[config.mk]
export PLATFORM = sky130hd
export DESIGN_NAME = matrix_row_scanner
export DESIGN_NICKNAME = d
export VERILOG_FILES = /design/src/rtl/matrix_row_scanner_pkg.sv /design/src/rtl/matrix_scan_timer.sv /design/src/rtl/matrix_row_scanner.sv
export SDC_FILE = /design/constraint.sdc
export NUM_CORES = 1
export LEC_CHECK = 0
export CAP_MARGIN = 15
export CORE_ASPECT_RATIO = 1.4
export CORE_UTILIZATION = 51
export CTS_CLUSTER_SIZE = 25
export DETAILED_ROUTE_END_ITERATION = 6
export GPL_ROUTABILITY_DRIVEN = 1
export HOLD_SLACK_MARGIN = 0.15
export PLACE_DENSITY = 0.86
export SLEW_MARGIN = 20
export SYNTH_ARGS = -nofsm -noshare
export SYNTH_HDL_FRONTEND = slang
export SYNTH_SLANG_ARGS = --single-unit
export TNS_END_PERCENT = 100
[constraint.sdc]
create_clock -name clk -period 4.2 [get_ports clk]
set_input_delay 0.63 -clock clk [delete_from_list [all_inputs] [get_ports clk]]
set_output_delay 0.63 -clock clk [all_outputs]
set_load 0.05 [all_outputs]
[src/rtl/matrix_row_scanner_pkg.sv]
// Shared display package for the LED matrix modules.
// Holds the matrix geometry, the scan FSM state encoding and a small
// row-decode helper used by the scanner top.
package matrix_row_scanner_pkg;

    localparam int ROWS    = 7;
    localparam int COLS    = 5;
    localparam int FRAME_W = ROWS * COLS;
    localparam int ROW_W   = 3;
    localparam int CNT_W   = 16;

    localparam logic [ROW_W-1:0] ROW_LAST = ROW_W'(ROWS - 1);

    typedef enum logic {
        ST_BLANK  = 1'b0,
        ST_ACTIVE = 1'b1
    } scan_state_t;

    function automatic logic [ROWS-1:0] row_onehot(input logic [ROW_W-1:0] r);
        logic [ROWS-1:0] oh;
        oh = '0;
        for (int i = 0; i < ROWS; i++) begin
            if (r == ROW_W'(i)) oh[i] = 1'b1;
        end
        return oh;
    endfunction

endpackage

[src/rtl/matrix_scan_timer.sv]
// Row scan timer: two-state ACTIVE/BLANK FSM sharing one cycle counter.
// Ports:
//   clk, rst   - clock, synchronous active-high reset
//   en         - advance enable; when low, state/counter/row are frozen
//   row        - current row index 0..ROWS-1
//   active     - high while in ACTIVE
//   row_start  - counter is at zero (first cycle of the current state)
//   wrap       - this enabled cycle ends ACTIVE of the last row (row wraps to 0)
module matrix_scan_timer
    import matrix_row_scanner_pkg::*;
#(
    parameter int DIV       = 4,
    parameter int BLANK_CYC = 2
) (
    input  logic             clk,
    input  logic             rst,
    input  logic             en,
    output logic [ROW_W-1:0] row,
    output logic             active,
    output logic             row_start,
    output logic             wrap
);

    localparam logic [CNT_W-1:0] ACT_LAST = CNT_W'(DIV - 1);
    localparam logic [CNT_W-1:0] BLK_LAST = CNT_W'(BLANK_CYC - 1);

    scan_state_t      state, state_nxt;
    logic [CNT_W-1:0] cnt, cnt_nxt;
    logic [ROW_W-1:0] row_nxt;

    always_ff @(posedge clk) begin
        if (rst) begin
            state <= ST_BLANK;
            cnt   <= '0;
            row   <= '0;
        end else if (en) begin
            state <= state_nxt;
            cnt   <= cnt_nxt;
            row   <= row_nxt;
        end
    end

    // Counter clears on every state change; row advances leaving ACTIVE.
    always_comb begin
        state_nxt = state;
        cnt_nxt   = cnt + 1'b1;
        row_nxt   = row;
        wrap      = 1'b0;
        case (state)
            ST_ACTIVE: begin
                if (cnt == ACT_LAST) begin
                    state_nxt = ST_BLANK;
                    cnt_nxt   = '0;
                    if (row == ROW_LAST) begin
                        row_nxt = '0;
                        wrap    = en;
                    end else begin
                        row_nxt = row + 1'b1;
                    end
                end
            end
            default: begin
                if (cnt == BLK_LAST) begin
                    state_nxt = ST_ACTIVE;
                    cnt_nxt   = '0;
                end
            end
        endcase
    end

    assign active    = (state == ST_ACTIVE);
    assign row_start = (cnt == '0);

endmodule

[src/rtl/matrix_row_scanner.sv]
// 7x5 LED matrix row scanner with double-buffered frame.
// A loaded frame goes into a shadow register and is only adopted into the
// displayed map at the row 6->0 wrap, so a frame never tears mid-scan.
// Ports:
//   clk, rst    - clock, synchronous active-high reset
//   en          - scan enable (l forced low and scan frozen when low)
//   frame_in    - new frame, bit row*5+col
//   frame_load  - one-cycle strobe capturing frame_in into the shadow
//   map         - displayed frame
//   l           - one-hot row enables
//   frame_start - pulse on the first lit cycle of row 0
//   load_ack    - pulse the cycle after a pending frame is adopted
module matrix_row_scanner
    import matrix_row_scanner_pkg::*;
#(
    parameter int DIV       = 4,
    parameter int BLANK_CYC = 2
) (
    input  logic               clk,
    input  logic               rst,
    input  logic               en,
    input  logic [FRAME_W-1:0] frame_in,
    input  logic               frame_load,
    output logic [FRAME_W-1:0] map,
    output logic [ROWS-1:0]    l,
    output logic               frame_start,
    output logic               load_ack
);

    logic [ROW_W-1:0]   row;
    logic               active;
    logic               row_start;
    logic               wrap;
    logic [FRAME_W-1:0] shadow;
    logic               pending;

    matrix_scan_timer #(
        .DIV       (DIV),
        .BLANK_CYC (BLANK_CYC)
    ) u_timer (
        .clk       (clk),
        .rst       (rst),
        .en        (en),
        .row       (row),
        .active    (active),
        .row_start (row_start),
        .wrap      (wrap)
    );

    // A load on the wrap cycle still adopts the old shadow (read before
    // overwrite) and leaves pending set for the new value.
    always_ff @(posedge clk) begin
        if (rst) begin
            shadow   <= '0;
            pending  <= 1'b0;
            map      <= '0;
            load_ack <= 1'b0;
        end else begin
            load_ack <= wrap && pending;
            if (wrap && pending) map <= shadow;
            if (frame_load) begin
                shadow  <= frame_in;
                pending <= 1'b1;
            end else if (wrap) begin
                pending <= 1'b0;
            end
        end
    end

    assign l           = (!rst && en && active) ? row_onehot(row) : '0;
    assign frame_start = !rst && en && active && row_start && (row == '0);

endmodule

# Word-level counts from Yosys, hierarchy flattened
# Index checks and enable logic that the tools add are counted.
# totals
register_bits	92
latch_bits	0
ramBits	0
romBits	0
input_bits	39
out_inout_bits	44
word_cells	47
n_memories	0
# classes
addsub	2
multipliers	0
div	0
n_lt_le_gt_ge	0
eq_ne	8
shifts	0
n_mux	20
bitwise_logic	0
reduce_logical	10
# op_table
operator	n
$mux 16	3
$add 16x1->16 const B	1
$eq 16x1->1 const B	1
$eq 16x2->1 const B	1
$logic_not 16->1	1
$mux 1	15
$eq 3x3->1 const B	3
$mux 7	1
$eq 3x2->1 const B	2
$logic_and 1x1->1	5
$add 3x1->3 const B	1
$eq 3x1->1 const B	1
$logic_not 3->1	1
$mux 3	1
$reduce_and 3->1	1
$reduce_bool 2->1	1
$logic_not 1->1	1

# Logic depth before layout (Yosys ltp)
# depth
depth_word	6
depth_mapped	7
depth_no_buf	5

# Modules after synthesis
# Synthesis repeated with hierarchy kept, for this count alone.
# hier_totals
cells_unflattened	410
hier_area_um2	4155.2
# by_module_without_submodules
module	instances	cells_each	area_per_inst_um2	seq_area_each_um2
matrix_row_scanner	1	293	3135.5	1441.4
matrix_scan_timer	1	117	1019.7	400.4

# Worst setup path before layout
# No wires, ideal clock.
# synth_path
path_kind	input-to-output
start	input en
end	output l[1]
t_arrival_ns	2.586
required_time_ns	3.570
path_slack_ns	0.984
cell_stages	4
path_buffers	1
cell_sequence	buf_2 -> nand2_1 -> nor2_1 -> nor4bb_1
# synth_via
elab_chain_len	3
# synth_rtl
element	line	rtl
start, declared	matrix_row_scanner.sv:21	input logic en,
$logic_and 1x1->1 (2 in a row)	matrix_row_scanner.sv:70	assign l = (!rst && en && active) ? row_onehot(row) : '0;
$mux 7	matrix_row_scanner.sv:70	
end, declared	matrix_row_scanner.sv:25	output logic [ROWS-1:0] l,
# No other way between the ends.

# Worst setup path in the final report
# Ends and elaborated chain as after synthesis.

==> impl_metrics.json <==
{
  "status": "finished, final reports clean",
  "asyncSetResetFlopFracSynth_pct": 0,
  "final_cells": 577,
  "nets": 518,
  "synth_top_family_by_area": "simple AND/OR/NAND/NOR gates",
  "critPathLaunch": "en",
  "endpoint_kind": "output port",
  "worst_slew_pin_slew_ns": 1.09,
  "grt_setup_unrepaired": "false",
  "dp_hpwl_mm": 5.88,
  "holdBufCountCts": 0,
  "final_layout_size_suffix_gt1_share_pct": 7.29,
  "fp-row-count": 37,
  "path_max_fanout": 13,
  "vias_per_cell": 5.80,
  "place_inst": 561,
  "syn_nets": 460,
  "place_ws_ns": 0.685,
  "criticalPathCategory": "in2out",
  "route.detailed.drc": 0,
  "grt_max_degree": 77,
  "cp-endpoint": "l[1]",
  "dieArea_mm2": 0.00793,
  "fmax_mhz": 285,
  "ir_drop_mv": 0.189,
  "post_cts_resized": 0,
  "yosys_register_bits": 92,
  "drt_iter0_drc": 326,
  "ys_types": 39,
  "synth_edf_count": 0,
  "gr-usage-met1_pct": 31.3,
  "gp_congestion": 0.794,
  "setup_tns_ns": 0,
  "setup_slack_ns": 0.685,
  "insertion_delay_ns": 0.37,
  "io_buffers": 82,
  "chipHeight_um": 105,
  "setup_viol": 0,
  "fin_area_mm2": 0.00483,
  "syn_avg_cell_area_um2": 9.26,
  "period_share_pct": 83.7,
  "synth_xor_xnor_area_share_pct": 2.72,
  "rr_startpoint": "u_timer.cnt[10]$_SDFFE_PP0P_",
  "cts_root_buffer": "clkbuf_8",
  "cts.sinks": 92,
  "synth_top_area_share_pct": 47.7,
  "period_needed_ns": 3.51,
  "ff2ff_path_depth": 5,
  "drt-total-wl_mm": 9.14,
  "finalHoldViolCount": 0,
  "clk_pin_slew_ns": 0.09,
  "mappedNetlistArea_mm2": 0.00386,
  "yosysSeqAreaShare_pct": 47.7,
  "numCtsBuffers": 9,
  "clock_skew_ns": 0.0155,
  "cts_tree": "done",
  "ys_warn_count": 0,
  "timing.slew.headroom_pct": 27.3,
  "synthFlopType": "dfxtp_1",
  "grtUsageTotal_pct": 24.4,
  "worstPathRequired_ns": 3.57,
  "initial_utilization_pct": 52.5,
  "drv_cap": 0,
  "ant_nets": 0,
  "wl_per_cell_um": 15.8,
  "r2r_slack_ns": 1.97,
  "antenna_cells": 0,
  "holdWs_ns": 0.469,
  "use_met3_pct": 5.59,
  "clockBufferDepth": 2,
  "grt_first_pass_wirelength_mm": 14.7,
  "grt_pass1_vias": 3123,
  "grt_util_met2_pct": 37.8,
  "pin_count": 83,
  "busiest_layer": "met2",
  "cts-htree-levels": 3,
  "muxShareOfSynthArea_pct": 9.33,
  "synth_fa_ha_area_share_pct": 1.30,
  "synth-compound-area-share_pct": 11.9,
  "netlist_instances": 417,
  "arrival_ns": 2.88,
  "overflow": 0,
  "yosys-top-cells-area": "dfxtp_1 48%, mux2i_1 9.3%, nand4_1 6.5%",
  "die_w_um": 75.5,
  "startpoint_type": "input port",
  "antenna_found_initial": 0,
  "vias": 3349,
  "dr.pass1.iters": 4,
  "core-area_mm2": 0.00736,
  "cts_setup_buffers": 0,
  "power_density_mw_per_mm2": 328,
  "hp-class": "reg2reg",
  "synth-simple-area-share_pct": 21.7,
  "post_dp_cell_area_mm2": 0.00464,
  "area_delta_synth_final_pct": 25.0,
  "yosysTopAreaCell": "dfxtp_1",
  "finalMaxSlewViolations": 0,
  "p_leak_nw": 1.74,
  "worstReg2RegEnd": "u_timer.cnt[2]$_SDFFE_PP0P_"
}
==> critical path: stages <==
cell and delay [ns]:
clkdlybuf4s50_1 0.72, nand2_1 0.17, nor2_1 0.19, nor4bb_1 0.33, clkdlybuf4s50_1 0.86
==> synthesized netlist by cell type, types with 3 or more instances <==
cell type / number
a21oi_1: 38
and3_1: 4
and4_1: 4
buf_1: 5
buf_2: 14
clkbuf_1: 17
dfxtp_1: 92
ha_1: 4
inv_1: 5
mux2i_1: 36
nand2_1: 11
nand3_1: 3
nand4_1: 40
nor2_1: 40
nor3_1: 18
nor4_4: 3
o21ai_0: 40
or4_1: 4
xnor2_1: 4
xor2_1: 8
==> layout make-up <==
cell class,count,area (um^2)
clock buffers,10,138
clock inverters,6,47.5
fillers,583,2530
inverters,5,18.8
multi-input cells,280,1810
flip-flops and latches,92,1840
well taps,97,121
repair buffers,87,848
==> cell families after synthesis <==
family	after synthesis
DFF	92
and+or+nand+nor	142
AOI/OAI and AO/OA	86
xor gates and xnor gates	12
buffers and inverters	45
adders and majority gates	4
muxes	36
==> metrics by stage <==
step                      util (%)  power, mW
after global placement        63.0       1.04
after global routing          65.6       1.64
after floorplan                  -      0.997
after CTS                     65.6       1.59
final                         65.6       1.58
after detailed placement      63.0       1.05
==> power by group <==
group | switching (mW) | total (mW) | internal, mW | leakage, nW
Clock | 0.318 | 0.553 | 0.235 | 0.0928
Combinational | 0.0587 | 0.119 | 0.0608 | 0.896
Sequential | 0.0146 | 0.910 | 0.895 | 0.749
==> cells in the final DEF, fill, tap and decap left out, drive strengths merged <==
cell            n
a31oi           2
a21oi          38
nand4          41
dfxtp          92
or3             1
and4b           1
ha              4
xor2            8
buf             7
nand3           5
clkbuf         10
nor3b           2
a211oi          3
and3            5
o21ai          40
nor4bb          1
nor4            4
and4            5
and2            2
inv             6
a21o            1
or4             4
clkinvlp        1
nor3           19
xnor2           4
nand2          11
clkinv          4
o31ai           2
mux2i          36
and3b           1
clkdlybuf4s50  80
nor2           40
==> registers in the layout, summed over array words and instances, names as in the netlist <==
signal          cells
load_ack            1
map                35
pending             1
shadow             35
u_timer.active      1
u_timer.cnt        16
u_timer.row         3
==> metal layers <==
layer  vias to the layer above  share of wire (%)
met1                      1602                 43
met4                         0                3.1
li1                       1627                  -
met2                        99                 49
met5                         -                  0
met3                        21                4.8
==> worst min path at each step <==
stage                                        from  slack [ns]                    to  cells past startpoint
after floorplan            shadow[0]$_SDFFE_PP0P_        0.45   map[0]$_SDFFE_PP0P_                      2
after global placement    shadow[17]$_SDFFE_PP0P_        0.45  map[17]$_SDFFE_PP0P_                      2
after detailed placement   shadow[0]$_SDFFE_PP0P_        0.46   map[0]$_SDFFE_PP0P_                      2
after CTS                 shadow[10]$_SDFFE_PP0P_        0.47  map[10]$_SDFFE_PP0P_                      2
after global routing      shadow[10]$_SDFFE_PP0P_        0.49  map[10]$_SDFFE_PP0P_                      2
final                     shadow[10]$_SDFFE_PP0P_        0.47  map[10]$_SDFFE_PP0P_                      2
Power figures use the tool's default switching activity.
